==> src/rtl/ysyx_040978_divctl.sv <==
`default_nettype none
// ============================================================================
// Module      : ysyx_040978_divctl
// Description : Front/back end around the iterative divider ysyx_040978_diver.
//               Optional last-result cache: DIVCTL_RESULT_CACHE_EN.
// Revision    : 1.0
// ============================================================================

module ysyx_040978_divctl #(
  parameter int XLEN = 64
) (
  input  logic            clock,
  input  logic            reset,
  input  logic            req_valid,
  output logic            req_ready,
  input  logic [1:0]      req_op,
  input  logic            req_word,
  input  logic [XLEN-1:0] req_src1,
  input  logic [XLEN-1:0] req_src2,
  input  logic            flush,
  output logic            resp_valid,
  input  logic            resp_ready,
  output logic [XLEN-1:0] resp_data,
  output logic            div_in_valid,
  output logic            div_signed,
  output logic [XLEN-1:0] div_dividend,
  output logic [XLEN-1:0] div_divisor,
  input  logic            div_out_valid,
  input  logic [XLEN-1:0] div_quotient,
  input  logic [XLEN-1:0] div_remainder
);

  localparam logic [XLEN-1:0] c_MIN_D = {1'b1, {(XLEN-1){1'b0}}};
  localparam logic [XLEN-1:0] c_MIN_W = {{(XLEN-31){1'b1}}, {31{1'b0}}};

  typedef enum logic [2:0] {
    S_IDLE   = 3'd0,
    S_LAUNCH = 3'd1,
    S_WAIT   = 3'd2,
    S_DONE   = 3'd3,
    S_DRAIN  = 3'd4
  } state_t;

  state_t r_state;
  state_t w_state_nxt;

  logic            r_signed;
  logic            r_word;
  logic            r_rem;
  logic [XLEN-1:0] r_src1;
  logic [XLEN-1:0] r_src2;
  logic [XLEN-1:0] r_resp_data;

  logic            w_signed;
  logic [XLEN-1:0] w_src1;
  logic [XLEN-1:0] w_src2;
  logic            w_div0;
  logic            w_ovf;
  logic            w_special;
  logic            w_accept;
  logic [XLEN-1:0] w_sp_res;
  logic [XLEN-1:0] w_div_res;
  logic            w_div_done;
  logic            w_hit;
  logic [XLEN-1:0] w_hit_res;

  function automatic logic [XLEN-1:0] sel_res(input logic rem, input logic word,
                                              input logic [XLEN-1:0] q,
                                              input logic [XLEN-1:0] r);
    logic [XLEN-1:0] res;
    res = rem ? r : q;
    return word ? {{(XLEN-32){res[31]}}, res[31:0]} : res;
  endfunction

  function automatic logic [XLEN-1:0] prep(input logic sgn, input logic word,
                                           input logic [XLEN-1:0] src);
    if (!word)
      return src;
    return sgn ? {{(XLEN-32){src[31]}}, src[31:0]} : {{(XLEN-32){1'b0}}, src[31:0]};
  endfunction

  assign w_signed  = ~req_op[0];
  assign w_src1    = prep(w_signed, req_word, req_src1);
  assign w_src2    = prep(w_signed, req_word, req_src2);
  assign w_div0    = (w_src2 == '0);
  assign w_ovf     = w_signed & (w_src1 == (req_word ? c_MIN_W : c_MIN_D)) & (&w_src2);
  assign w_special = w_div0 | w_ovf;
  assign w_accept  = req_valid & (r_state == S_IDLE) & ~flush;
  assign w_sp_res  = sel_res(req_op[1], req_word,
                             w_div0 ? {XLEN{1'b1}} : w_src1,
                             w_div0 ? w_src1 : '0);
  assign w_div_res  = sel_res(r_rem, r_word, div_quotient, div_remainder);
  // Only a completion that is actually delivered counts; flush wins.
  assign w_div_done = (r_state == S_WAIT) & div_out_valid & ~flush;

`ifdef DIVCTL_RESULT_CACHE_EN
  logic            r_c_valid;
  logic            r_c_signed;
  logic            r_c_word;
  logic [XLEN-1:0] r_c_src1;
  logic [XLEN-1:0] r_c_src2;
  logic [XLEN-1:0] r_c_q;
  logic [XLEN-1:0] r_c_r;

  assign w_hit = r_c_valid & (r_c_signed == w_signed) & (r_c_word == req_word) &
                 (r_c_src1 == w_src1) & (r_c_src2 == w_src2);
  assign w_hit_res = sel_res(req_op[1], req_word, r_c_q, r_c_r);

  always_ff @(posedge clock) begin
    if (reset) begin
      r_c_valid  <= 1'b0;
      r_c_signed <= 1'b0;
      r_c_word   <= 1'b0;
      r_c_src1   <= '0;
      r_c_src2   <= '0;
      r_c_q      <= '0;
      r_c_r      <= '0;
    end else if (w_div_done) begin
      r_c_valid  <= 1'b1;
      r_c_signed <= r_signed;
      r_c_word   <= r_word;
      r_c_src1   <= r_src1;
      r_c_src2   <= r_src2;
      r_c_q      <= div_quotient;
      r_c_r      <= div_remainder;
    end
  end
`else
  assign w_hit     = 1'b0;
  assign w_hit_res = '0;
`endif

  always_ff @(posedge clock) begin
    if (reset)
      r_state <= S_IDLE;
    else
      r_state <= w_state_nxt;
  end

  always_comb begin
    w_state_nxt = r_state;
    case (r_state)
      S_IDLE:   if (w_accept) w_state_nxt = (w_special | w_hit) ? S_DONE : S_LAUNCH;
      S_LAUNCH: w_state_nxt = flush ? S_DRAIN : S_WAIT;
      S_WAIT: begin
        // A flush coinciding with the completion has nothing left to drain.
        if (flush)              w_state_nxt = div_out_valid ? S_IDLE : S_DRAIN;
        else if (div_out_valid) w_state_nxt = S_DONE;
      end
      S_DONE:   if (flush || resp_ready) w_state_nxt = S_IDLE;
      S_DRAIN:  if (div_out_valid) w_state_nxt = S_IDLE;
      default:  w_state_nxt = S_IDLE;
    endcase
  end

  always_ff @(posedge clock) begin
    if (reset) begin
      r_signed    <= 1'b0;
      r_word      <= 1'b0;
      r_rem       <= 1'b0;
      r_src1      <= '0;
      r_src2      <= '0;
      r_resp_data <= '0;
    end else begin
      if (w_accept) begin
        r_signed <= w_signed;
        r_word   <= req_word;
        r_rem    <= req_op[1];
        r_src1   <= w_src1;
        r_src2   <= w_src2;
        if (w_special)
          r_resp_data <= w_sp_res;
        else if (w_hit)
          r_resp_data <= w_hit_res;
      end
      if (w_div_done)
        r_resp_data <= w_div_res;
    end
  end

  assign req_ready    = (r_state == S_IDLE);
  assign resp_valid   = (r_state == S_DONE);
  assign resp_data    = r_resp_data;
  assign div_in_valid = (r_state == S_LAUNCH);
  assign div_signed   = r_signed;
  assign div_dividend = r_src1;
  assign div_divisor  = r_src2;

endmodule

`default_nettype wire

==> config.mk <==
export PLATFORM = sky130hd
export DESIGN_NAME = ysyx_040978_divctl
export DESIGN_NICKNAME = d
export VERILOG_FILES = /design/src/rtl/ysyx_040978_divctl.sv
export SDC_FILE = /design/constraint.sdc
export NUM_CORES = 1
export LEC_CHECK = 0
export CORE_AREA = 2 2 177 179
export DETAILED_ROUTE_END_ITERATION = 16
export DIE_AREA = 0 0 179 181
export SYNTH_ARGS = -nofsm -noshare
export SYNTH_HDL_FRONTEND = slang
export SYNTH_SLANG_ARGS = --single-unit
==> constraint.sdc <==
create_clock -name clock -period 4.17 [get_ports clock]
set_input_delay 0.834 -clock clock [delete_from_list [all_inputs] [get_ports clock]]
set_output_delay 0.834 -clock clock [all_outputs]
set_load 0.05 [all_outputs]
==> reports/results.tsv <==
metric	value	unit
pre_cts_ws	145	ps
skew	18.8	ps
n_fill_cell	3007	
max_cap_violations	0	
p_leak	4.87	nW
clockBufferDepth	2	
yosysTopAreaCellShare	0.431	
viasPerCell	5.30	
post_cts_buffers	0	
synth_top_cell_by_area	dfxtp_1	
grt_pass1_wl	60.5	mm
yosys_warnings	0	
hold_class	reg -> reg	
cts_tree	done	
grt_pass1_vias	9999	
die_h	181	um
syn_area	9200	sq um
grt_start_max_net_pins	107	
finalCritPeriodShare	0.855	
h-tree-depth	4	
hold_depth	2	
slew_viol_final	0	
fmax	0.281	GHz
endpoint_kind	flip-flop	
gp_congestion	0.884	
dp_hpwl	30.8	mm
wl_per_cell	21.2	um
dieWidth	179	um
yosys.cell_types.count	43	
drt_wl_total	41.4	mm
clockRootBuffer	clkbuf_16	
postCtsHoldBufs	0	
power.density	376	nW/um^2
ir_drop	0.187	mV
crit_fanout	32	
path_clk_slew	70	ps
setup_viol_count_final	0	
port_buffers	460	
rsz0062_at_grt	false	
netlist_instances	1142	
drt.antenna.violating_nets	0	
hold_viol_final	0	
track_usage	0.245	
area_growth	60.8	%
setup_ws	606	ps
synth_area_per_cell	8.06	sq um
fp-row-count	64	
synthTopCellsByArea	dfxtp_1, nand2_1, mux2i_1	
grt_antenna_before_repair	2	
crit_arrival	3930	ps
cts_buffers	17	
final_nets	1807	
r2r_cells	8	
cts_resized	0	
outcome	finished clean	
grt_overflow	0	
start_kind	input pin	
critical_path_class	in -> reg	
core	30300	sq um
synth_seq_cells	198	
clock_latency	440	ps
drive_above_1_share	0.0514	
min_period	3560	ps
drt_iter0_drc	852	
yosysSeqAreaShare	0.431	
syn_nets	1407	
tns	0	ps
drc	0	
clock-sinks	198	
start_util	0.303	
io_pins	461	
dr.pass1.iters	5	
worstPathRequired	4540	ps
die_area	32400	sq um
tightest_slew	1200	ps
slew_headroom	0.200	
vias	10348	
-- cells in the mapped netlist, drive strengths merged --
library cell,count
nor4b,2
a311oi,32
nor2,102
clkinv,1
and4b,1
a21o,2
a41oi,1
a211oi,67
nand2,195
a32o,32
o221ai,1
o21a,1
o21ai,71
buf,12
nand4,17
nor4bb,2
and3,2
or4,3
nand2b,3
and2,2
nand3,4
mux2i,63
nand3b,2
maj3,4
a2111oi,1
mux2,1
dfxtp,198
o31ai,1
or3,1
inv,6
a31oi,30
a21oi,110
nor3,39
nor4,30
clkbuf,99
and4,3
o31a,1
-- routing by layer --
layer  up-vias  track usage  part of all wire
li1       4986            -                 -
met1      4897        0.300              0.41
met2       419        0.423              0.49
met3        46       0.0629             0.083
met4         0       0.0611             0.020
met5         -            0                 0
-- area by class of cell --
type                       count  area (sq um)  share of cell area
antenna                        1          2.50            0.000169
clock buffer                  18           429              0.0290
clock inverter                14           145             0.00981
inverter                       7          26.3             0.00178
multi-input combinational    826          4810               0.325
sequential                   198          3970               0.268
tap                          396           495              0.0335
timing repair buffer         492          4920               0.333
-- where the power goes --
group | internal, mW | switching (mW)
Clock | 0.800 | 0.853
Sequential | 2.04 | 0.107
Combinational | 0.680 | 1.09
Total | 3.52 | 2.05
-- worst max-delay path: stages --
cell             delay, ps
clkdlybuf4s50_1        510
nand4_1                150
or4_1                  600
or4_4                  570
a2111oi_4              400
o21ai_2                140
a211oi_4               310
buf_12                 230
a32o_1                 170
-- per-stage QoR --
stage | std cells | power (mW) | utilization | area (sq um) | hold slack (ps)
after global routing | 1952 | 5.81 | 0.488 | 14800 | 477
after global placement | 1919 | 3.95 | 0.469 | 14200 | 441
after CTS | 1951 | 5.62 | 0.487 | 14800 | 458
after floorplan | 1142 | 3.17 | - | 9200 | 559
final | 1952 | 5.57 | 0.488 | 14800 | 455
after detailed placement | 1919 | 3.96 | 0.469 | 14200 | 445
-- sequential cells by signal (all words and copies together) (netlist names) --
register / count
div_dividend: 64
div_signed: 1
r_word: 1
r_state: 3
div_divisor: 64
resp_data: 64
r_rem: 1
-- cells in the final DEF, fill, tap and decap left out, drive strengths merged, types with 33 or more instances in the layout --
cell type        n
mux2i           63
nor2           102
o21ai           71
nand2          195
buf             33
a21oi          110
nor3            39
dfxtp          198
a211oi          67
clkdlybuf4s50  459
-- path summary, 6_finish.rpt --
path | from | end | slack, ps
worst min register to register | resp_data[5] | resp_data[5] | 460
worst max register to register | r_state[1] | resp_data[40] | 1500
worst min-delay path | resp_data[5] | resp_data[5] | 460
worst max-delay path | req_src2[11] | resp_data[40] | 610
-- logic make-up after synthesis --
group,synth area share
compound gates,0.250
mux,0.0698
buf+inv,0.0510
simple gates,0.194
flops,0.431
fa+ha+maj,0.00435
(Power assumes the default switching activity.)
==> patch 1 (same flow settings) <==
Change the parameter `XLEN` from 64 to 56.
--- a/src/rtl/ysyx_040978_divctl.sv
+++ b/src/rtl/ysyx_040978_divctl.sv
@@ -8,5 +8,5 @@
 
 module ysyx_040978_divctl #(
-  parameter int XLEN = 64
+  parameter int XLEN = 56
 ) (
   input  logic            clock,
Interface: changed (7 resized); port bits go from 461 to 405. The function was not compared with the original's and may differ.
==> patch 1 against the unedited design <==
  * Maximum frequency is 2.2% lower
  * Power decreased by 14%
  * Sequential power is 15% lower
  * Wire length decreased by 13%
  * Final area down 9.4%
  * Worst setup slack got worse by 0.081 ns
  * Clock skew down 0.0082 ns
  * Synthesized area fell by 9.2%
  * Sequential cell count is 24 lower
  * Sequential share of layout area fell by 0.80 points
==> patch 1: results (changes against the unedited design) <==
STA:
- The worst setup skew after layout is 0.0106 ns (-0.00820 ns).
- The headroom to the max-slew limit is 0.182 (-0.0178).
- The sum of negative setup slack is 0 ns (unchanged).

Yosys:
- The commonest cells after synthesis are 177 x sky130_fd_sc_hd__a21oi_1, 174 x sky130_fd_sc_hd__dfxtp_1, 173 x sky130_fd_sc_hd__nand2_1, 136 x sky130_fd_sc_hd__nor2_1, 74 x sky130_fd_sc_hd__clkbuf_1.
- The synthesized netlist cell count came to 1057 (-7.4%).
- The synthesized net count is 1290 (-8.3%).
- The area share of the largest cell type after synthesis is 0.417 (-0.0138).
- The number of distinct library cells after synthesis is 46 (+7.0%).
- The sequential fraction of the synthesis area is 0.417 (-0.0138).
- The number of warning messages in the yosys log was 0 (unchanged).
- Yosys attributes the largest share of cell area to sky130_fd_sc_hd__dfxtp_1 42%, sky130_fd_sc_hd__a21oi_1 11%, sky130_fd_sc_hd__nand2_1 7.8%, sky130_fd_sc_hd__mux2i_1 6.6%, sky130_fd_sc_hd__nor2_1 6.1%.

Setup path:
- The maximum net fanout on the critical path came to 51 (+59%).
- The endpoint arrival time on the critical path is 3.97 ns (+0.04 ns).
- The cell at the slowest stage of the critical path is sky130_fd_sc_hd__nor4_1.
- The delay of the slowest cell on the worst path is 0.70 ns (+0.10 ns).

Power:
- The peak supply drop is 0.220 mV (+17%).
- The leakage dissipation is 4.55 nW (-6.7%).

Routing:
- The sum of routed wire length over all layers is 35900 µm (-13%).
- The count of TritonRoute iterations in the first routing pass was 6 (+1).
- The total number of vias is 9307 (-10%).
- The number of violations reported at the end of detailed-routing iteration 0 was 725 (-15%).
- The per-cell via count in the routed design was 5.11 (-3.7%).

Placement:
- The placed instance area is 12800 µm² (-10%).
- The number of instances in the placed design is 1792 (-6.6%).
- The placement-stage worst setup slack is 0.0576 ns (-0.0873 ns).
- The quantity of I/O buffers inserted on ports is 404 (-12%).
- The half-perimeter wire length after placement is 26400 µm (-14%).
- The final RePlAce weighted congestion was 0.831 (-6.0%).

GRT:
- The via count of the first global-routing pass is 8905 (-11%).
- The number of antenna violations at the first check in global routing came to 1 (-1).
- The overall track demand over capacity in global routing was 0.214 (-0.0303).
- The wire length of the first global-routing pass is 53300 µm (-12%).
- The maximum number of pins on one net before global-route repair came to 164 (+53%).

Clocking:
- The count of instances resized after the clock tree is built is 0 (unchanged).
- The number of buffers added for setup after CTS was 0 (unchanged).
- The maximum level of the CTS H-tree is 4 (unchanged).
- The total clock buffers created by CTS is 17 (unchanged).
- The clock tree root buffer cell is sky130_fd_sc_hd__clkbuf_16.

Finish:
- The number of antenna diodes is 0 (-1).
- The share of final-layout standard cells stronger than drive strength 1 is 0.0533 (+0.00181).
- The filler cell count in the final layout is 3038 (+1.0%).
- The final-stage net count came to 1648 (-8.8%).

Run status:
- The run finished with clean final reports.
[patch 1: cell types whose count changed in the layout (fill, tap and decap cells not counted), sizes merged, moves of 22 or more]
| cell | change |
|---|---|
| a211oi | -41 |
| a32o | -32 |
| dfxtp | -24 |
| clkdlybuf4s50 | -56 |
| o21ai | -68 |
| a21oi | +68 |
| nand2 | -22 |
| nor2 | +34 |
| nor3 | -27 |
[patch 1: worst min-delay path: stages (launching register included)]
cell and delay [ns]:
sky130_fd_sc_hd__dfxtp_1 0.31, sky130_fd_sc_hd__nand2_1 0.05, sky130_fd_sc_hd__a21oi_1 0.05
[patch 1: logic make-up after synthesis]
| logic type | share of synthesized area |
|---|---|
| AND/OR/NAND/NOR | 0.224 |
| AO/OA/AOI/OAI | 0.243 |
| flip-flops | 0.417 |
| buffers and inverters | 0.0482 |
| multiplexers | 0.0672 |
[patch 1: metal layers]
layer	track usage	up-vias	share of wire
met5	0	-	0
met4	0.0644	0	0.020
met3	0.0495	36	0.079
met2	0.342	374	0.46
met1	0.286	4380	0.44
li1	-	4517	-
[patch 1: final cells by class]
class                           instances  area, µm²  area share
Timing Repair Buffer                  435       4300       0.321
Clock inverter                         11        156      0.0117
Tap cell                              396        495      0.0370
Multi-Input combinational cell        785       4490       0.335
Sequential cell                       174       3490       0.260
Inverter                                2       7.51    0.000560
Clock buffer                           20        467      0.0348
[patch 1: path summary, 6_finish.rpt]
check	startpoint	to	slack, ns	depth (start not counted)
setup / recovery	req_src1[20]	resp_data[7]	0.53	10
hold / removal	div_dividend[14]	div_dividend[14]	0.45	2
setup reg to reg	r_state[0]	resp_data[52]	1.80	5
hold reg to reg	div_dividend[14]	div_dividend[14]	0.45	2
[patch 1: per-stage QoR]
stage	hold slack [ns]	utilization
floorplan	0.643	-
global placement	0.441	0.421
detailed placement	0.446	0.421
CTS	0.456	0.442
global route	0.475	0.442
finish	0.453	0.442
[patch 1: where the power goes]
| group | internal (mW) | total, mW | leakage, nW | switching, mW |
|---|---|---|---|---|
| combinational | 0.500 | 1.24 | 2.83 | 0.735 |
| clock | 0.997 | 1.74 | 0.304 | 0.738 |
| sequential | 1.76 | 1.82 | 1.42 | 0.0673 |
| total | 3.25 | 4.79 | 4.55 | 1.54 |
==> patch 2 (same flow settings) <==
Without the edit above. Add an input register stage for `div_out_valid`, cleared by the reset; this delays it by one clock. The other inputs are not delayed to match.
--- a/src/rtl/ysyx_040978_divctl.sv
+++ b/src/rtl/ysyx_040978_divctl.sv
@@ -42,4 +42,14 @@
   } state_t;
 
+  logic div_out_valid_q;
+
+  always_ff @(posedge clock) begin
+    if (reset) begin
+      div_out_valid_q <= '0;
+    end else begin
+      div_out_valid_q <= div_out_valid;
+    end
+  end
+
   state_t r_state;
   state_t w_state_nxt;
@@ -92,5 +102,5 @@
   assign w_div_res  = sel_res(r_rem, r_word, div_quotient, div_remainder);
   // Only a completion that is actually delivered counts; flush wins.
-  assign w_div_done = (r_state == S_WAIT) & div_out_valid & ~flush;
+  assign w_div_done = (r_state == S_WAIT) & div_out_valid_q & ~flush;
 
 `ifdef DIVCTL_RESULT_CACHE_EN
@@ -145,9 +155,9 @@
       S_WAIT: begin
         // A flush coinciding with the completion has nothing left to drain.
-        if (flush)              w_state_nxt = div_out_valid ? S_IDLE : S_DRAIN;
-        else if (div_out_valid) w_state_nxt = S_DONE;
+        if (flush)              w_state_nxt = div_out_valid_q ? S_IDLE : S_DRAIN;
+        else if (div_out_valid_q) w_state_nxt = S_DONE;
       end
       S_DONE:   if (flush || resp_ready) w_state_nxt = S_IDLE;
-      S_DRAIN:  if (div_out_valid) w_state_nxt = S_IDLE;
+      S_DRAIN:  if (div_out_valid_q) w_state_nxt = S_IDLE;
       default:  w_state_nxt = S_IDLE;
     endcase
Formal check against the unedited RTL: not equivalent (a bounded check fails within 4 cycles, from zero or initial values and one cycle with reset high).
==> patch 2 against the unedited design <==
  * Worst setup slack got worse by 0.19 ns
  * Clock skew barely moved
  * Largest power group unchanged
  * Power is 6.4% lower
  * Core utilization up 2.2 points
  * Final area is 4.5% higher
  * Wire length rose by 1.8%
  * Sequential cell count increased by 1
  * Synthesized area grew 7.9%
==> patch 2: results (changes against the unedited design) <==
Routing:
- After detailed routing, no signal wire sits above met5.
- The sum of met3 wire segment lengths after detailed routing is 3350 µm (-2.8%).
- The final routed wire length divided by cell count came to 21.2 µm (about the same).
- The wire length on met2 is 21000 µm (+3.9%).
- The per-cell via count in the routed design was 5.24 (-1.2%).

Yosys:
- The sequential fraction of the synthesis area is 0.401 (-0.0296).
- The synthesized net count is 1444 (+2.6%).
- The number of distinct library cells after synthesis is 58 (+35%).
- The commonest cells after synthesis are 199 x sky130_fd_sc_hd__dfxtp_1, 190 x sky130_fd_sc_hd__nand2_1, 146 x sky130_fd_sc_hd__nor2_1, 135 x sky130_fd_sc_hd__a21oi_1, 92 x sky130_fd_sc_hd__clkbuf_1.
- Yosys attributes the largest share of cell area to sky130_fd_sc_hd__dfxtp_1 40%, sky130_fd_sc_hd__nand2_1 7.2%, sky130_fd_sc_hd__a21oi_1 6.8%, sky130_fd_sc_hd__nor2_1 5.5%, sky130_fd_sc_hd__mux2i_1 4.9%.

Setup path:
- Tracing the worst setup path back leads to its startpoint at req_src1[18].
- The endpoint arrival time on the critical path came to 4.08 ns (+0.15 ns).
- The maximum net fanout on the critical path came to 56 (+75%).
- The reg-to-reg setup timing slack is 1.62 ns (+0.12 ns).
- The critical path ends at resp_data[49].

Finish:
- The layout inverter count without the clock tree came to 18 (+11).
- The number of antenna diodes is 4 (+3).
- The share of final-layout standard cells stronger than drive strength 1 came to 0.0788 (+0.0274).
- The area taken by multi-input logic gates is 5450 µm² (+13%).
- The final-stage net count is 1838 (+1.7%).
- The filler cell count in the final layout is 2971 (-1.2%).

Power:
- The leakage dissipation is 5.30 nW (+8.8%).
- The peak supply drop was 0.247 mV (+32%).
- The share of power burned in registers is 0.400 (+0.014).
- The internal power is 3.40 mW (-3.3%).

GRT:
- The via count of the first global-routing pass is 10100 (+0.91%).
- The overall track demand over capacity in global routing is 0.252 (+0.00751).
- The number of antenna violations at the first check in global routing was 5 (+3).

Worst hold path:
- The capture endpoint of the worst hold path is div_dividend[7].

Placement:
- The half-perimeter wire length after placement came to 32100 µm (+4.3%).
- The final RePlAce weighted congestion came to 0.845 (-4.5%).

Run status:
- The flow ran to the end, and the final reports show no timing, DRC or antenna violations.

STA:
- The headroom to the max-slew limit is 0.359 (+0.159).
patch 2: cell types whose count changed after synthesis, moves of 18 or more:
| cell | delta |
|---|---|
| sky130_fd_sc_hd__nor2b_1 | +26 |
| sky130_fd_sc_hd__o21ai_0 | -68 |
| sky130_fd_sc_hd__o41ai_2 | +30 |
| sky130_fd_sc_hd__a211oi_1 | -18 |
| sky130_fd_sc_hd__a21oi_1 | +25 |
| sky130_fd_sc_hd__nor3_1 | -31 |
| sky130_fd_sc_hd__nand3b_1 | +33 |
| sky130_fd_sc_hd__nor2_1 | +44 |
| sky130_fd_sc_hd__a32o_1 | -32 |
patch 2: critical path: stages:
cell	delay, ns
sky130_fd_sc_hd__clkdlybuf4s50_1	0.47
sky130_fd_sc_hd__nor4_1	0.65
sky130_fd_sc_hd__nand4_1	0.21
sky130_fd_sc_hd__or4_4	0.60
sky130_fd_sc_hd__nor4b_4	0.39
sky130_fd_sc_hd__o31ai_4	0.24
sky130_fd_sc_hd__buf_12	0.29
sky130_fd_sc_hd__o41ai_2	0.35
patch 2: metrics by stage:
stage / utilization / cell area [µm²] / worst slack (ns)
floorplan: - / 9930 / 1.08
global placement: 0.491 / 14900 / -0.0477
detailed placement: 0.491 / 14900 / -0.0479
CTS: 0.509 / 15500 / 0.361
global route: 0.509 / 15500 / 0.246
finish: 0.510 / 15500 / 0.412
patch 2: cells by family (layout without fill, tap and decap cells):
logic type | after synthesis | in the layout | share of synthesized area
AO/OA/AOI/OAI | 306 | 306 | 0.249
XOR/XNOR | 1 | 1 | 0.000882
adder cells (fa/ha/maj) | 2 | 2 | 0.00202
buffers and inverters | 130 | 537 | 0.0543
flip-flops | 199 | 199 | 0.401
multiplexers | 51 | 51 | 0.0517
other | 0 | 4 | 0
AND/OR/NAND/NOR | 490 | 490 | 0.241
